**config.mk**
```make
export PLATFORM = sky130hd
export DESIGN_NAME = stream_demux2
export DESIGN_NICKNAME = d
export VERILOG_FILES = /design/src/rtl/stream_demux2.sv
export SDC_FILE = /design/constraint.sdc
export NUM_CORES = 1
export LEC_CHECK = 0
export CAP_MARGIN = 5
export CORE_ASPECT_RATIO = 1.1
export CORE_MARGIN = 4
export CORE_UTILIZATION = 25
export CTS_CLUSTER_SIZE = 8
export DETAILED_ROUTE_END_ITERATION = 6
export GPL_TIMING_DRIVEN = 0
export PLACE_DENSITY_LB_ADDON = 0.1
export SETUP_SLACK_MARGIN = 0.2
export SYNTH_ARGS = -nofsm -noshare
export SYNTH_HDL_FRONTEND = slang
export SYNTH_SLANG_ARGS = --single-unit
```
**constraint.sdc**
```tcl
create_clock -name clock -period 1.9 [get_ports clock]
set_input_delay 0.285 -clock clock [delete_from_list [all_inputs] [get_ports clock]]
set_output_delay 0.285 -clock clock [all_outputs]
set_load 0.02 [all_outputs]
```
**src/rtl/stream_demux2.sv**
```systemverilog
`default_nettype none
// +---------------------------------------------------------------------------+
// | Module   : stream_demux2                                                  |
// | Purpose  : Registered 1-to-2 valid/ready stream demultiplexer; one        |
// |            holding register per output, routed by the in_sel sideband.    |
// | Options  : STREAM_DEMUX2_STATS_EN adds 16-bit delivered-word counters     |
// |            count0/count1.                                                 |
// | Revision : 1.0 - initial release                                          |
// +---------------------------------------------------------------------------+
module stream_demux2 #(
  parameter int WIDTH = 32
) (
  input  logic             clock,
  input  logic             reset_n,
  input  logic             in_valid,
  output logic             in_ready,
  input  logic             in_sel,
  input  logic [WIDTH-1:0] in_data,
  output logic             out0_valid,
  input  logic             out0_ready,
  output logic [WIDTH-1:0] out0_data,
  output logic             out1_valid,
  input  logic             out1_ready,
  output logic [WIDTH-1:0] out1_data
`ifdef STREAM_DEMUX2_STATS_EN
  ,
  output logic [15:0]      count0,
  output logic [15:0]      count1
`endif
);

  localparam logic [0:0] ST_EMPTY = 1'b0;
  localparam logic [0:0] ST_FULL  = 1'b1;

  logic [0:0]       r_state [2];
  logic [WIDTH-1:0] r_data  [2];

  logic [1:0]       w_out_ready;
  logic [1:0]       w_out_valid;
  logic [1:0]       w_accept;
  logic [1:0]       w_drain;
  logic             w_sel_room;
  logic             w_in_accept;

  assign w_out_ready = {out1_ready, out0_ready};

  // Only the selected port gates the producer; the other port never blocks it.
  assign w_sel_room  = in_sel ? (~w_out_valid[1] | out1_ready)
                              : (~w_out_valid[0] | out0_ready);
  assign in_ready    = reset_n & w_sel_room;
  assign w_in_accept = in_valid & in_ready;

  always_comb begin
    w_out_valid = '0;
    w_accept    = '0;
    w_drain     = '0;
    for (int k = 0; k < 2; k++) begin
      w_out_valid[k] = (r_state[k] == ST_FULL);
      w_accept[k]    = w_in_accept & (in_sel == 1'(k));
      w_drain[k]     = w_out_valid[k] & w_out_ready[k];
    end
  end

  // Accept takes priority over drain so a simultaneous drain+fill stays FULL.
  always_ff @(posedge clock or negedge reset_n) begin
    if (!reset_n) begin
      for (int k = 0; k < 2; k++) begin
        r_state[k] <= ST_EMPTY;
        r_data[k]  <= '0;
      end
    end else begin
      for (int k = 0; k < 2; k++) begin
        if (w_accept[k]) begin
          r_state[k] <= ST_FULL;
          r_data[k]  <= in_data;
        end else if (w_drain[k]) begin
          r_state[k] <= ST_EMPTY;
        end
      end
    end
  end

  assign out0_valid = w_out_valid[0];
  assign out1_valid = w_out_valid[1];
  assign out0_data  = r_data[0];
  assign out1_data  = r_data[1];

`ifdef STREAM_DEMUX2_STATS_EN
  logic [15:0] r_count [2];

  always_ff @(posedge clock or negedge reset_n) begin
    if (!reset_n) begin
      for (int k = 0; k < 2; k++) begin
        r_count[k] <= '0;
      end
    end else begin
      for (int k = 0; k < 2; k++) begin
        if (w_drain[k]) begin
          r_count[k] <= r_count[k] + 16'd1;
        end
      end
    end
  end

  assign count0 = r_count[0];
  assign count1 = r_count[1];
`endif

endmodule
`default_nettype wire

```
=== Yosys cells after proc, flatten, opt, wreduce, memory -nomap -nowiden ===
Cells that the tools add are included.

* Bitwise gates (word level): 11
* Mux-type cells: 5
* Reductions and logical operators: 2

{| class="wikitable"
|+ Operator list
! cell !! count
|-
| AND 1 bit || 6
|-
| 2-to-1 mux 1 bit || 5
|-
| nonzero test 2 bit || 2
|-
| inverter 1 bit || 3
|-
| OR 1 bit || 2
|}

* Input port bits: 38
* Flip-flop bits (word level): 66
* Output and inout bits: 67
* Word-level logic and storage cells: 22

=== Longest topological paths before layout ===
Gate-level depths: netlist of run 1.

* Depth in word-level cells: 7
* Gate-level depth with buffers: 5
* Gate-level depth less buffers: 3

=== Worst setup path before layout of run 1 ===
No wires, ideal clock.

* Kind: flip-flop to flip-flop
* Start: register r_state, in the netlist out0_valid
* End: register r_data, in the netlist out0_data[10]
* Slack: 0.409 ns
* Period minus slack after synthesis: 1.491 ns
* Cell stages (with the launch flop): 5
* Arrival: 1.366 ns
* Required time: 1.775 ns
* Buffers on the path: 1
* Library setup time: 0.125 ns
* Cell sequence: dfrtp_1 -> nand2b_1 -> nor3b_4 -> buf_6 -> mux2_2

* Word-level cells in the longest chain between the ends: 6

{| class="wikitable"
|+ RTL lines
! element !! line !! RTL
|-
| start: declaration || 35 || <nowiki>logic [0:0] r_state [2];</nowiki>
|-
| start signal: indexed assignment || 68 || <nowiki>r_state[k] <= ST_EMPTY;</nowiki>
|-
| start signal: indexed assignment || 74 || <nowiki>r_state[k] <= ST_FULL;</nowiki>
|-
| start signal: indexed assignment || 77 || <nowiki>r_state[k] <= ST_EMPTY;</nowiki>
|-
| inverter 1 bit || 49 || <nowiki>: (~w_out_valid[0] | out0_ready);</nowiki>
|-
| OR 1 bit || 49 ||
|-
| 2-to-1 mux 1 bit || 48 || <nowiki>assign w_sel_room = in_sel ? (~w_out_valid[1] | out1_ready)</nowiki>
|-
| AND 1 bit || 50 || <nowiki>assign in_ready = reset_n & w_sel_room;</nowiki>
|-
| AND 1 bit || 51 || <nowiki>assign w_in_accept = in_valid & in_ready;</nowiki>
|-
| AND 1 bit || 59 || <nowiki>w_accept[k] = w_in_accept & (in_sel == 1'(k));</nowiki>
|-
| end signal: indexed assignment || 75 || <nowiki>r_data[k] <= in_data;</nowiki>
|-
| end: declaration || 36 || <nowiki>logic [WIDTH-1:0] r_data [2];</nowiki>
|}

Every way passes these cells.
A chain may end at the register's enable or synchronous reset.

=== Final worst setup path of run 1 ===
* Start: input out0_ready
* End: output in_ready

* Word-level cells in the longest chain between the ends: 3

{| class="wikitable"
|+ RTL lines
! element !! line !! RTL
|-
| start: declaration || 20 || <nowiki>input logic out0_ready,</nowiki>
|-
| OR 1 bit || 49 ||
|-
| 2-to-1 mux 1 bit || 48 ||
|-
| AND 1 bit || 50 ||
|-
| end: declaration || 16 || <nowiki>output logic in_ready,</nowiki>
|}

Every way passes these cells.

==> insert_results.sql, run 1 <==
INSERT INTO impl_metrics (metric_group, metric, value, unit) VALUES
('cts', 'clock_sink_count', '66', ''),
('cts', 'clk_pin_slew', '0.06', 'ns'),
('worst_setup_path', 'worst_ep_arrival_time', '1.35', 'ns'),
('pwr', 'static-leakage-power', '0.00178', 'µW'),
('worst_setup_path', 'worstPathMaxFanout', '3', ''),
('routing', 'via_per_inst', '4.02', ''),
('sta', 'max_clock_freq', '0.610', 'GHz'),
('yosys', 'synth_seq_cells', '66', ''),
('worst_setup_path', 'cp_cell_sequence', 'clkdlybuf4s50_1 > nand2b_1 > o211a_1 > clkdlybuf4s15_1', ''),
('routing', 'route.detailed.wl_per_inst', '15.5', 'µm'),
('floorplanning', 'fp.dieArea', '12400', 'µm²'),
('cts', 'cts_buffers', '9', ''),
('worst_setup_path', 'critPathLaunchType', 'input port', ''),
('cts', 'insertion_delay', '0.32', 'ns'),
('global_route', 'global_route.usage.total', '10.6', '%'),
('run', 'cap_viol_max_count', '0', ''),
('final_layout', 'final_layout_size_suffix_gt1_share', '33.2', '%'),
('global_route', 'grt_pass1_wl', '9990', 'µm'),
('sta', 'clock_skew', '0.00640', 'ns'),
('final_layout', 'final_nets', '305', ''),
('yosys', 'yosysUniqueCellTypes', '15', ''),
('place', 'post-place-cells', '395', ''),
('global_route', 'grt_max_degree', '51', ''),
('sta', 'layout_min_cycle_time', '1.64', 'ns'),
('sta', 'post-route-period-util', '86.3', '%'),
('global_route', 'gr-total-overflow', '0', ''),
('floorplanning', 'chipWidth', '106', 'µm'),
('routing', 'dr_total_vias', '1664', ''),
('final_layout', 'final_core_util', '40.8', '%'),
('sta', 'setup_repair_after_global_routing_missed_its_margin', 'false', ''),
('worst_setup_path', 'critical_path.endpoint_type', 'primary output', ''),
('yosys', 'yosys_warnings', '0', ''),
('pwr', 'power_density', '1190', 'nW/µm²'),
('worst_setup_path', 'slowest_delay', '0.40', 'ns'),
('final_layout', 'layout.cells.non_filler', '414', ''),
('floorplanning', 'initial_core_util', '25.6', '%'),
('final_layout', 'antenna_cells_inserted', '0', ''),
('yosys', 'yosysSeqAreaShare', '62.0', '%'),
('yosys', 'netlist_area', '2660', 'µm²'),
('global_route', 'grt_antenna_before_repair', '0', ''),
('final_layout', 'area_growth', '59.0', '%'),
('routing', 'dr.pass1.iters', '4', ''),
('sta', 'final.setup.tns', '0', 'ns'),
('sta', 'finalSetupViolations', '0', ''),
('place', 'routabilityCongestion', '0.669', ''),
('sta', 'max_slew.worst_pin.slew', '0.780', 'ns'),
('place', 'numPortBuffers', '104', ''),
('floorplanning', 'dieHeight', '116', 'µm'),
('worst_setup_path', 'path_class', 'input port to primary output', ''),
('cts', 'clock_tree.buffer_depth', '2', ''),
('floorplanning', 'core', '10400', 'µm²'),
('pwr', 'vdd_ir_drop_max', '0.469', 'mV'),
('global_route', 'grt_pass1_vias', '1826', ''),
('yosys', 'synthCells', '147', ''),
('hold_path', 'hold_class', 'input port to register', ''),
('sta', 'worst_hold_slack', '0.271', 'ns'),
('place', 'detailed_place_hpwl', '4480', 'µm'),
('routing', 'drt_drc_violations_left', '0', ''),
('sta', 'slew_viol_final', '0', ''),
('worst_setup_path', 'timing.critical_path.slowest_stage_cell', 'clkdlybuf4s50_1', ''),
('floorplanning', 'core.rowCount', '39', ''),
('cts', 'cts_htree_levels', '3', ''),
('routing', 'postRouteWirelength', '6430', 'µm'),
('yosys', 'synth.net_count', '185', ''),
('routing', 'drt_iter0_markers', '23', ''),
('cts', 'cts_root_buf', 'clkbuf_16', ''),
('floorplanning', 'io_pins', '105', ''),
('status', 'outcome', 'completed', ''),
('routing', 'detail-route-antenna-nets', '0', ''),
('yosys', 'avgSynthCellArea', '18.1', 'µm²'),
('sta', 'timing.slew.headroom', '47.8', '%'),
('worst_setup_path', 'critical_path_required', '1.62', 'ns'),
('cts', 'tritoncts', 'done', ''),
('sta', 'finalHoldViolCount', '0', '');
layer usage:
layer / global-route usage [%] / routed length [µm]
met1: 13.3 / 2940
met2: 16.1 / 2830
met3: 4.92 / 576
met4: 4.09 / 79
met5: 0 / 0
cell usage in the layout (no fill, tap or decap), drive strengths merged:
cell	synthesis	layout
clkdlybuf4s50	0	101
dfrtp	66	66
mux2	64	64
buf	7	11
clkbuf	0	10
nand2b	2	2
nand2	2	2
clkinv	0	2
clkinvlp	0	2
dlygate4sd3	0	2
nand3b	1	1
o211a	1	1
nor3b	1	1
nand3	1	1
nor2b	1	1
o21ai	1	1
bufinv	0	1
dlygate4sd2	0	1
clkdlybuf4s15	0	1
Yosys cell counts, drive strengths merged:
master	number	area share, %
buf	7	3.8
dfrtp	66	62
mux2	64	31
nand2	2	0.28
nand2b	2	0.47
nand3	1	0.38
nand3b	1	0.28
nor2b	1	0.24
nor3b	1	0.70
o211a	1	0.38
o21ai	1	0.19
worst max-delay path, delay by kind of cell:
kind	cells	cell delay [ns]
compound gates	1	0.21
buf+inv	2	0.68
simple gates	1	0.18
path summary, 6_finish.rpt:
| kind | cells past startpoint | end | slack, ns | start |
|---|---|---|---|---|
| setup / recovery | 4 | in_ready | 0.26 | out0_ready |
| hold / removal | 3 | out1_valid$_DFFE_PN0P_ | 0.27 | reset_n |
| setup reg to reg | 5 | out0_data[26]$_DFFE_PN0P_ | 0.41 | out0_valid$_DFFE_PN0P_ |
| hold reg to reg | 1 | out0_data[21]$_DFFE_PN0P_ | 0.49 | out0_data[21]$_DFFE_PN0P_ |
| max in group asynchronous | 2 | out0_data[17]$_DFFE_PN0P_ | 0.78 | reset_n |
| min in group asynchronous | 3 | out1_data[13]$_DFFE_PN0P_ | 0.62 | reset_n |
area by class of cell:
type                       instances  area [µm²]
clock buffer                      10         239
fill                             997        6160
timing repair buffer             109        1100
clock inverter                     5        55.1
multi-input combinational         74         911
buffer                             7         101
sequential                        66        1650
tap                              143         179
repair_timing:
item | CTS | global route
setup buffers | 0 | 2
resized for setup | 2 | 1
setup endpoints to repair | 1 | 2
hold endpoints to repair | 16 | 0
hold buffers | 2 | 0
through the flow:
stage | cell area, µm² | setup WS, ns | total power (µW)
finish | 4240 | 0.261 | 5040
global route | 4240 | 0.219 | 5290
CTS | 4220 | 0.223 | 5120
detailed placement | 3910 | -0.0899 | 3440
global placement | 3880 | -3.00 | 3430
floorplan | 2660 | 0.409 | 2620
report_power, final:
part           switching, µW  total (µW)  internal [µW]
clock                    596        1630           1040
combinational            665        1540            878
sequential               158        1860           1700
total                   1420        5040           3620
cell families after synthesis:
logic type / Yosys count / share of synthesized area (%)
AND/OR/NAND/NOR: 8 / 2.35
AO/OA/AOI/OAI: 2 / 0.563
flip-flops: 66 / 62.0
buffers and inverters: 7 / 3.80
multiplexers: 64 / 31.3
sequential cells by signal (all words and copies together), names as in the netlist:
name	count
out1_valid	1
out1_data	32
out0_valid	1
out0_data	32
Power figures use the tool's default switching activity.
==> inputs of run 2 (changes only) <==
Settings changed: ABC_AREA from default to 1.
==> insert_results.sql, run 2 <==
INSERT INTO impl_metrics (metric_group, metric, value, unit) VALUES
('status', 'outcome', 'completed', ''),
('sta', 'post-route-period-util', '87.1', '%'),
('floorplanning', 'fp.dieArea', '12900', 'µm²'),
('worst_setup_path', 'critPathLaunchType', 'input port', ''),
('cts', 'cts_buffers', '9', ''),
('yosys', 'yosysUniqueCellTypes', '16', ''),
('worst_setup_path', 'path_depth', '7', ''),
('cts', 'clock_sink_count', '66', ''),
('worst_setup_path', 'worstPathMaxFanout', '10', ''),
('worst_setup_path', 'worst_ep_arrival_time', '1.37', 'ns'),
('run', 'cap_viol_max_count', '0', ''),
('sta', 'timing.slew.headroom', '30.9', '%'),
('worst_setup_path', 'critPathCapture', 'in_ready', ''),
('worst_setup_path', 'rr_endpoint', 'out0_data[2]$_DFFE_PN0P_', ''),
('routing', 'postRouteWirelength', '8450', 'µm'),
('floorplanning', 'initial_core_util', '25.5', '%'),
('cts', 'clk_pin_slew', '0.06', 'ns'),
('place', 'routabilityCongestion', '0.712', ''),
('cts', 'cts_root_buf', 'clkbuf_16', ''),
('yosys', 'synth.net_count', '329', ''),
('cts', 'tritoncts', 'done', ''),
('floorplanning', 'core', '10900', 'µm²'),
('sta', 'clock_skew', '0.00646', 'ns'),
('global_route', 'grt_max_degree', '25', ''),
('yosys', 'number_of_synthesized_flops_with_an_enable_pin', '0', ''),
('worst_setup_path', 'crit_path_start', 'out1_ready', ''),
('worst_setup_path', 'slowest_delay', '0.45', 'ns'),
('yosys', 'synth_seq_cells', '66', ''),
('sta', 'max_clock_freq', '0.604', 'GHz'),
('cts', 'insertion_delay', '0.32', 'ns'),
('yosys', 'synthFlopType', 'dfrtp_1', ''),
('yosys', 'yosys_warnings', '0', ''),
('worst_setup_path', 'critical_path_required', '1.62', 'ns'),
('pwr', 'design_power_total', '4710', 'µW'),
('sta', 'layout_min_cycle_time', '1.66', 'ns'),
('global_route', 'global_route.usage.total', '13.9', '%'),
('place', 'numPortBuffers', '103', ''),
('worst_setup_path', 'r2r_cells', '7', ''),
('final_layout', 'antenna_cells_inserted', '0', ''),
('yosys', 'yosys-top-cells-area', 'dfrtp_1 59%, nand2_1 9.7%, nand4_1 7.4%', ''),
('place', 'detailed_place_hpwl', '5800', 'µm'),
('routing', 'dr_total_vias', '2377', ''),
('yosys', 'synth_async_sr_flop_share', '100', '%'),
('yosys', 'post-synth-top-area-fraction', '59.4', '%'),
('final_layout', 'final_layout_size_suffix_gt1_share', '16.0', '%'),
('floorplanning', 'core.rowCount', '40', ''),
('pwr', 'power_density', '1080', 'nW/µm²'),
('sta', 'finalSetupViolations', '0', ''),
('yosys', 'avgSynthCellArea', '9.56', 'µm²'),
('worst_setup_path', 'critical_path.endpoint_type', 'primary output', ''),
('global_route', 'gr-total-overflow', '0', ''),
('pwr', 'vdd_ir_drop_max', '0.352', 'mV'),
('yosys', 'yosysSeqAreaShare', '59.4', '%'),
('worst_setup_path', 'setup.reg_to_reg.worst_slack', '0.55', 'ns'),
('global_route', 'grt_pass1_wl', '13800', 'µm'),
('routing', 'dr.pass1.iters', '4', ''),
('worst_setup_path', 'timing.critical_path.max_delay_family', 'buffers and inverters', ''),
('yosys', 'netlist_area', '2780', 'µm²'),
('sta', 'max_slew.worst_pin.slew', '1.04', 'ns'),
('yosys', 'synthCells', '291', ''),
('routing', 'via_per_inst', '4.24', ''),
('sta', 'slew_viol_final', '0', ''),
('place', 'post-place-cells', '542', ''),
('final_layout', 'final_common_cell', 'clkdlybuf4s50_1', ''),
('yosys', 'synth.most_common_cell', 'nand2_1', ''),
('worst_setup_path', 'cp_cell_sequence', 'clkdlybuf4s50_1 > inv_1 > nand3_1 > nand2_1 > nor2_4 > clkbuf_8 > buf_4', ''),
('sta', 'setup_repair_after_global_routing_missed_its_margin', 'true', ''),
('worst_setup_path', 'path_class', 'input port to primary output', ''),
('routing', 'drt_iter0_markers', '64', ''),
('hold_path', 'hold_class', 'input port to async pin', ''),
('routing', 'route.detailed.wl_per_inst', '15.1', 'µm'),
('yosys', 'yosysTopAreaCell', 'dfrtp_1', ''),
('global_route', 'grt_antenna_before_repair', '0', ''),
('worst_setup_path', 'r2r_start', 'out0_valid$_DFFE_PN0P_', ''),
('cts', 'clock_tree.buffer_depth', '2', ''),
('routing', 'drt_drc_violations_left', '0', ''),
('worst_setup_path', 'timing.critical_path.slowest_stage_cell', 'clkdlybuf4s50_1', ''),
('final_layout', 'area_growth', '57.3', '%'),
('sta', 'final.setup.tns', '0', 'ns'),
('floorplanning', 'chipWidth', '109', 'µm'),
('final_layout', 'most_frequent_cells_in_the_layout', '100 x clkdlybuf4s50_1, 72 x nand2_1, 66 x dfrtp_1', ''),
('sta', 'finalHoldViolCount', '0', ''),
('sta', 'worst_hold_slack', '0.0491', 'ns'),
('routing', 'detail-route-antenna-nets', '0', ''),
('yosys', 'synth_top_cells_by_count', '72 x nand2_1, 66 x dfrtp_1, 34 x inv_1, 33 x nand4_1, 32 x o21ai_1', ''),
('floorplanning', 'io_pins', '105', ''),
('final_layout', 'layout.cells.non_filler', '560', ''),
('pwr', 'static-leakage-power', '0.00211', 'µW'),
('cts', 'cts_htree_levels', '3', ''),
('worst_setup_path', 'cp.buffers_inverters', '4', ''),
('floorplanning', 'dieHeight', '119', 'µm'),
('global_route', 'grt_pass1_vias', '2493', ''),
('final_layout', 'final_nets', '448', '');
## run 2: cell types whose count changed after synthesis, moves of 2 or more
cell | previous run | this run
mux2_2 | 32 | 0
o21ai_1 | 0 | 32
nand2b_1 | 2 | 0
clkbuf_1 | 0 | 6
buf_6 | 3 | 6
nand2_1 | 2 | 72
buf_12 | 3 | 0
buf_4 | 1 | 4
nand2_2 | 0 | 29
mux2_1 | 2 | 0
mux2_4 | 30 | 0
buf_2 | 0 | 3
inv_1 | 0 | 34
nand4_1 | 0 | 33
## run 2: layout make-up
cell class | instances | area, µm²
Clock inverter | 2 | 12.5
Sequential cell | 66 | 1650
Fill cell | 1146 | 6540
Clock buffer | 12 | 267
Tap cell | 147 | 184
Timing Repair Buffer | 108 | 1120
Multi-Input combinational cell | 170 | 858
Buffer | 20 | 149
Inverter | 35 | 131
## run 2: logic make-up after synthesis
group,count (synthesis),synth area share (%)
AOI/OAI and AO/OA,32,5.76
and+or+nand+nor,138,25.0
buffers and inverters,55,9.85
DFF,66,59.4
## run 2: layer usage
layer / global-route usage (%) / vias to the layer above / part of all wire (%)
met3: 3.93 / 15 / 7.7
met2: 20.9 / 75 / 45
li1: - / 1169 / -
met5: 0 / - / 0
met4: 5.76 / 0 / 2.2
met1: 18.7 / 1118 / 45
## run 2: power breakdown
group | internal [µW] | total (µW) | switching, µW
Combinational | 659 | 1350 | 688
Clock | 972 | 1550 | 581
Sequential | 1660 | 1810 | 155
## run 2: worst min-delay path by stage
| stage | start | endpoint | slack (ns) | cells after the start |
|---|---|---|---|---|
| after global routing | reset_n | out0_data[6]$_DFFE_PN0P_ | 0.06 | 2 |
| after floorplan | reset_n | out0_data[0]$_DFFE_PN0P_ | -0.01 | 0 |
| after CTS | reset_n | out1_data[3]$_DFFE_PN0P_ | 0.05 | 2 |
| after detailed placement | reset_n | out0_data[13]$_DFFE_PN0P_ | 0.20 | 1 |
| after global placement | out0_data[17]$_DFFE_PN0P_ | out0_data[17]$_DFFE_PN0P_ | 0.45 | 2 |
| final | reset_n | out1_data[2]$_DFFE_PN0P_ | 0.05 | 2 |
## run 2: metrics by stage
step                worst slack [ns]  area [µm²]  util (%)
floorplan                      0.596        2780         -
global placement               -3.21        4000      36.6
detailed placement            -0.537        4020      36.9
CTS                            0.219        4370      40.0
global route                   0.188        4380      40.1
finish                         0.245        4380      40.1
## run 2: what timing repair did
action                                  4_1_cts  5_1_grt
gates resized for setup                       7        3
hold buffers                                  2        0
endpoints found under the hold margin        20        0
endpoints found under the setup margin        1       23
cloned                                        1        0
buffers inserted                              1        0
pin swaps                                     1        0
==> inputs of run 3 (changes only) <==
Settings changed: HOLD_SLACK_MARGIN from default to 0.05.
==> insert_results.sql, run 3 (synthesized netlist as in run 2, its figures left out) <==
INSERT INTO impl_metrics (metric_group, metric, value, unit) VALUES
('status', 'outcome', 'completed', ''),
('cts', 'tritoncts', 'done', ''),
('worst_setup_path', 'r2r_start', 'out1_valid$_DFFE_PN0P_', ''),
('worst_setup_path', 'worst_ep_arrival_time', '1.35', 'ns'),
('place', 'detailedPlace.worstSlack', '-0.537', 'ns'),
('floorplanning', 'initial_core_util', '25.5', '%'),
('pwr', 'vdd_ir_drop_max', '0.353', 'mV'),
('routing', 'dr.pass1.iters', '4', ''),
('cts', 'cts_root_buf', 'clkbuf_16', ''),
('place', 'routabilityCongestion', '0.712', ''),
('floorplanning', 'fp.dieArea', '12900', 'µm²'),
('place', 'placement.cell_area', '4020', 'µm²'),
('cts', 'cts_htree_levels', '3', ''),
('sta', 'finalHoldViolCount', '0', ''),
('sta', 'layout_setup_ws', '0.265', 'ns'),
('final_layout', 'final_layout_size_suffix_gt1_share', '15.9', '%'),
('floorplanning', 'dieHeight', '119', 'µm'),
('final_layout', 'finish.instance_area', '4380', 'µm²'),
('hold_path', 'hold_class', 'input port to register', ''),
('global_route', 'global_route.usage.total', '13.9', '%'),
('routing', 'postRouteWirelength', '8450', 'µm'),
('place', 'detailed_place_hpwl', '5800', 'µm'),
('hold_path', 'holdPathEnd', 'out0_data[18]$_DFFE_PN0P_', ''),
('floorplanning', 'io_pins', '105', ''),
('routing', 'drt_iter0_markers', '74', ''),
('cts', 'clock_tree.buffer_depth', '2', ''),
('global_route', 'grt_antenna_before_repair', '0', ''),
('worst_setup_path', 'rr_endpoint', 'out0_data[2]$_DFFE_PN0P_', ''),
('routing', 'dr_total_vias', '2387', ''),
('routing', 'drt_drc_violations_left', '0', ''),
('floorplanning', 'core', '10900', 'µm²'),
('sta', 'timing.slew.headroom', '30.6', '%'),
('global_route', 'grt_pass1_vias', '2500', ''),
('global_route', 'gr-total-overflow', '0', ''),
('worst_setup_path', 'critPathLaunchType', 'input port', ''),
('routing', 'detail-route-antenna-nets', '0', ''),
('cts', 'cts_buffers', '9', ''),
('global_route', 'grt_pass1_wl', '13800', 'µm'),
('worst_setup_path', 'critical_path.endpoint_type', 'primary output', ''),
('global_route', 'grt_max_degree', '25', ''),
('hold_path', 'hold_depth', '3', ''),
('floorplanning', 'chipWidth', '109', 'µm'),
('sta', 'slew_viol_final', '0', ''),
('sta', 'final.setup.tns', '0', 'ns'),
('final_layout', 'filler_cells_inserted', '1148', ''),
('floorplanning', 'core.rowCount', '40', ''),
('sta', 'layout_min_cycle_time', '1.63', 'ns'),
('worst_setup_path', 'critical_path_required', '1.62', 'ns'),
('worst_setup_path', 'worstPathMaxFanout', '10', ''),
('routing', 'route.detailed.wl_per_inst', '15.1', 'µm'),
('final_layout', 'final_common_cell', 'clkdlybuf4s50_1', ''),
('sta', 'clock_skew', '0.00645', 'ns'),
('worst_setup_path', 'setup.reg_to_reg.worst_slack', '0.53', 'ns'),
('worst_setup_path', 'r2r_cells', '7', ''),
('sta', 'finalSetupViolations', '0', ''),
('final_layout', 'final_nets', '449', ''),
('run', 'cap_viol_max_count', '0', ''),
('sta', 'setup_repair_after_global_routing_missed_its_margin', 'false', ''),
('pwr', 'design_power_total', '4710', 'µW'),
('sta', 'post-route-period-util', '86.1', '%'),
('routing', 'via_per_inst', '4.25', ''),
('sta', 'max_clock_freq', '0.612', 'GHz'),
('cts', 'insertion_delay', '0.32', 'ns'),
('place', 'numPortBuffers', '103', ''),
('final_layout', 'antenna_cells_inserted', '0', ''),
('pwr', 'static-leakage-power', '0.00211', 'µW'),
('worst_setup_path', 'path_class', 'input port to primary output', ''),
('final_layout', 'combined_area_of_the_multi_input_logic_cells', '858', 'µm²'),
('cts', 'clk_pin_slew', '0.05', 'ns'),
('cts', 'clock_sink_count', '66', ''),
('final_layout', 'most_frequent_cells_in_the_layout', '100 x clkdlybuf4s50_1, 72 x nand2_1, 66 x dfrtp_1', ''),
('final_layout', 'register_area', '1650', 'µm²'),
('hold_path', 'timing.hold.worst.start', 'in_valid', ''),
('final_layout', 'area_growth', '57.6', '%'),
('pwr', 'power_density', '1080', 'nW/µm²'),
('sta', 'max_slew.worst_pin.slew', '1.04', 'ns');
-- run 3: changes by cell type in the layout (fill, tap and decap cells not counted), sizes merged --
cell | previous run | this run
buf | 17 | 18
dlygate4sd3 | 1 | 3
dlymetal6s4s | 1 | 0
clkbuf | 19 | 18
-- run 3: worst max-delay path, stage by stage --
cell	delay [ns]
clkdlybuf4s50_1	0.45
inv_1	0.05
nand3_1	0.06
nand2_1	0.08
nor2_4	0.13
buf_8	0.14
buf_4	0.15
-- run 3: final cells by class --
class,count,area share [%]
sequential,66,37.7
timing repair buffer,109,25.8
multi-input combinational,170,19.6
clock buffer,12,6.08
tap,147,4.20
buffer,20,3.42
inverter,35,3.00
clock inverter,2,0.285
-- run 3: how the worst max path moves through the flow --
stage / startpoint / slack [ns] / endpoint / cells after the start
5_1_grt: reset_n / 0.21 / out1_data[7]$_DFFE_PN0P_ / 3
3_5_place_dp: reset_n / -0.54 / in_ready / 6
3_3_place_gp: reset_n / -3.21 / in_ready / 5
2_1_floorplan: out1_valid$_DFFE_PN0P_ / 0.60 / in_ready / 4
6_report: out1_ready / 0.27 / in_ready / 7
4_1_cts: in_sel / 0.22 / in_ready / 6
-- run 3: per-stage QoR --
stage               util (%)  cells  hold WS [ns]
finish                  40.2    561         0.295
global placement        36.6    541         0.455
floorplan                  -    291       -0.0106
detailed placement      36.9    542         0.201
global route            40.2    561         0.322
CTS                     40.1    561         0.291
-- run 3: metal layers --
layer  track usage [%]  share of wire, %  vias to the layer above
met2              20.9                45                       75
met1              18.8                45                     1125
met4              5.76               2.2                        0
li1                  -                 -                     1172
met5                 0                 0                        -
met3              3.93               7.7                       15
-- run 3: timing repair --
item | CTS | global route
cloned | 1 | 0
endpoints found under the hold margin | 20 | 0
endpoints found under the setup margin | 1 | 1
setup buffers | 1 | 0
hold buffers | 3 | 0
pin swaps | 1 | 0
gates resized for setup | 7 | 3
-- run 3: power breakdown --
| part | internal (µW) | switching [µW] | total, µW | leakage (µW) |
|---|---|---|---|---|
| logic | 661 | 688 | 1350 | 0.00114 |
| clock network | 972 | 581 | 1550 | 0.000137 |
| registers | 1660 | 155 | 1810 | 0.000826 |
| total | 3290 | 1430 | 4710 | 0.00211 |
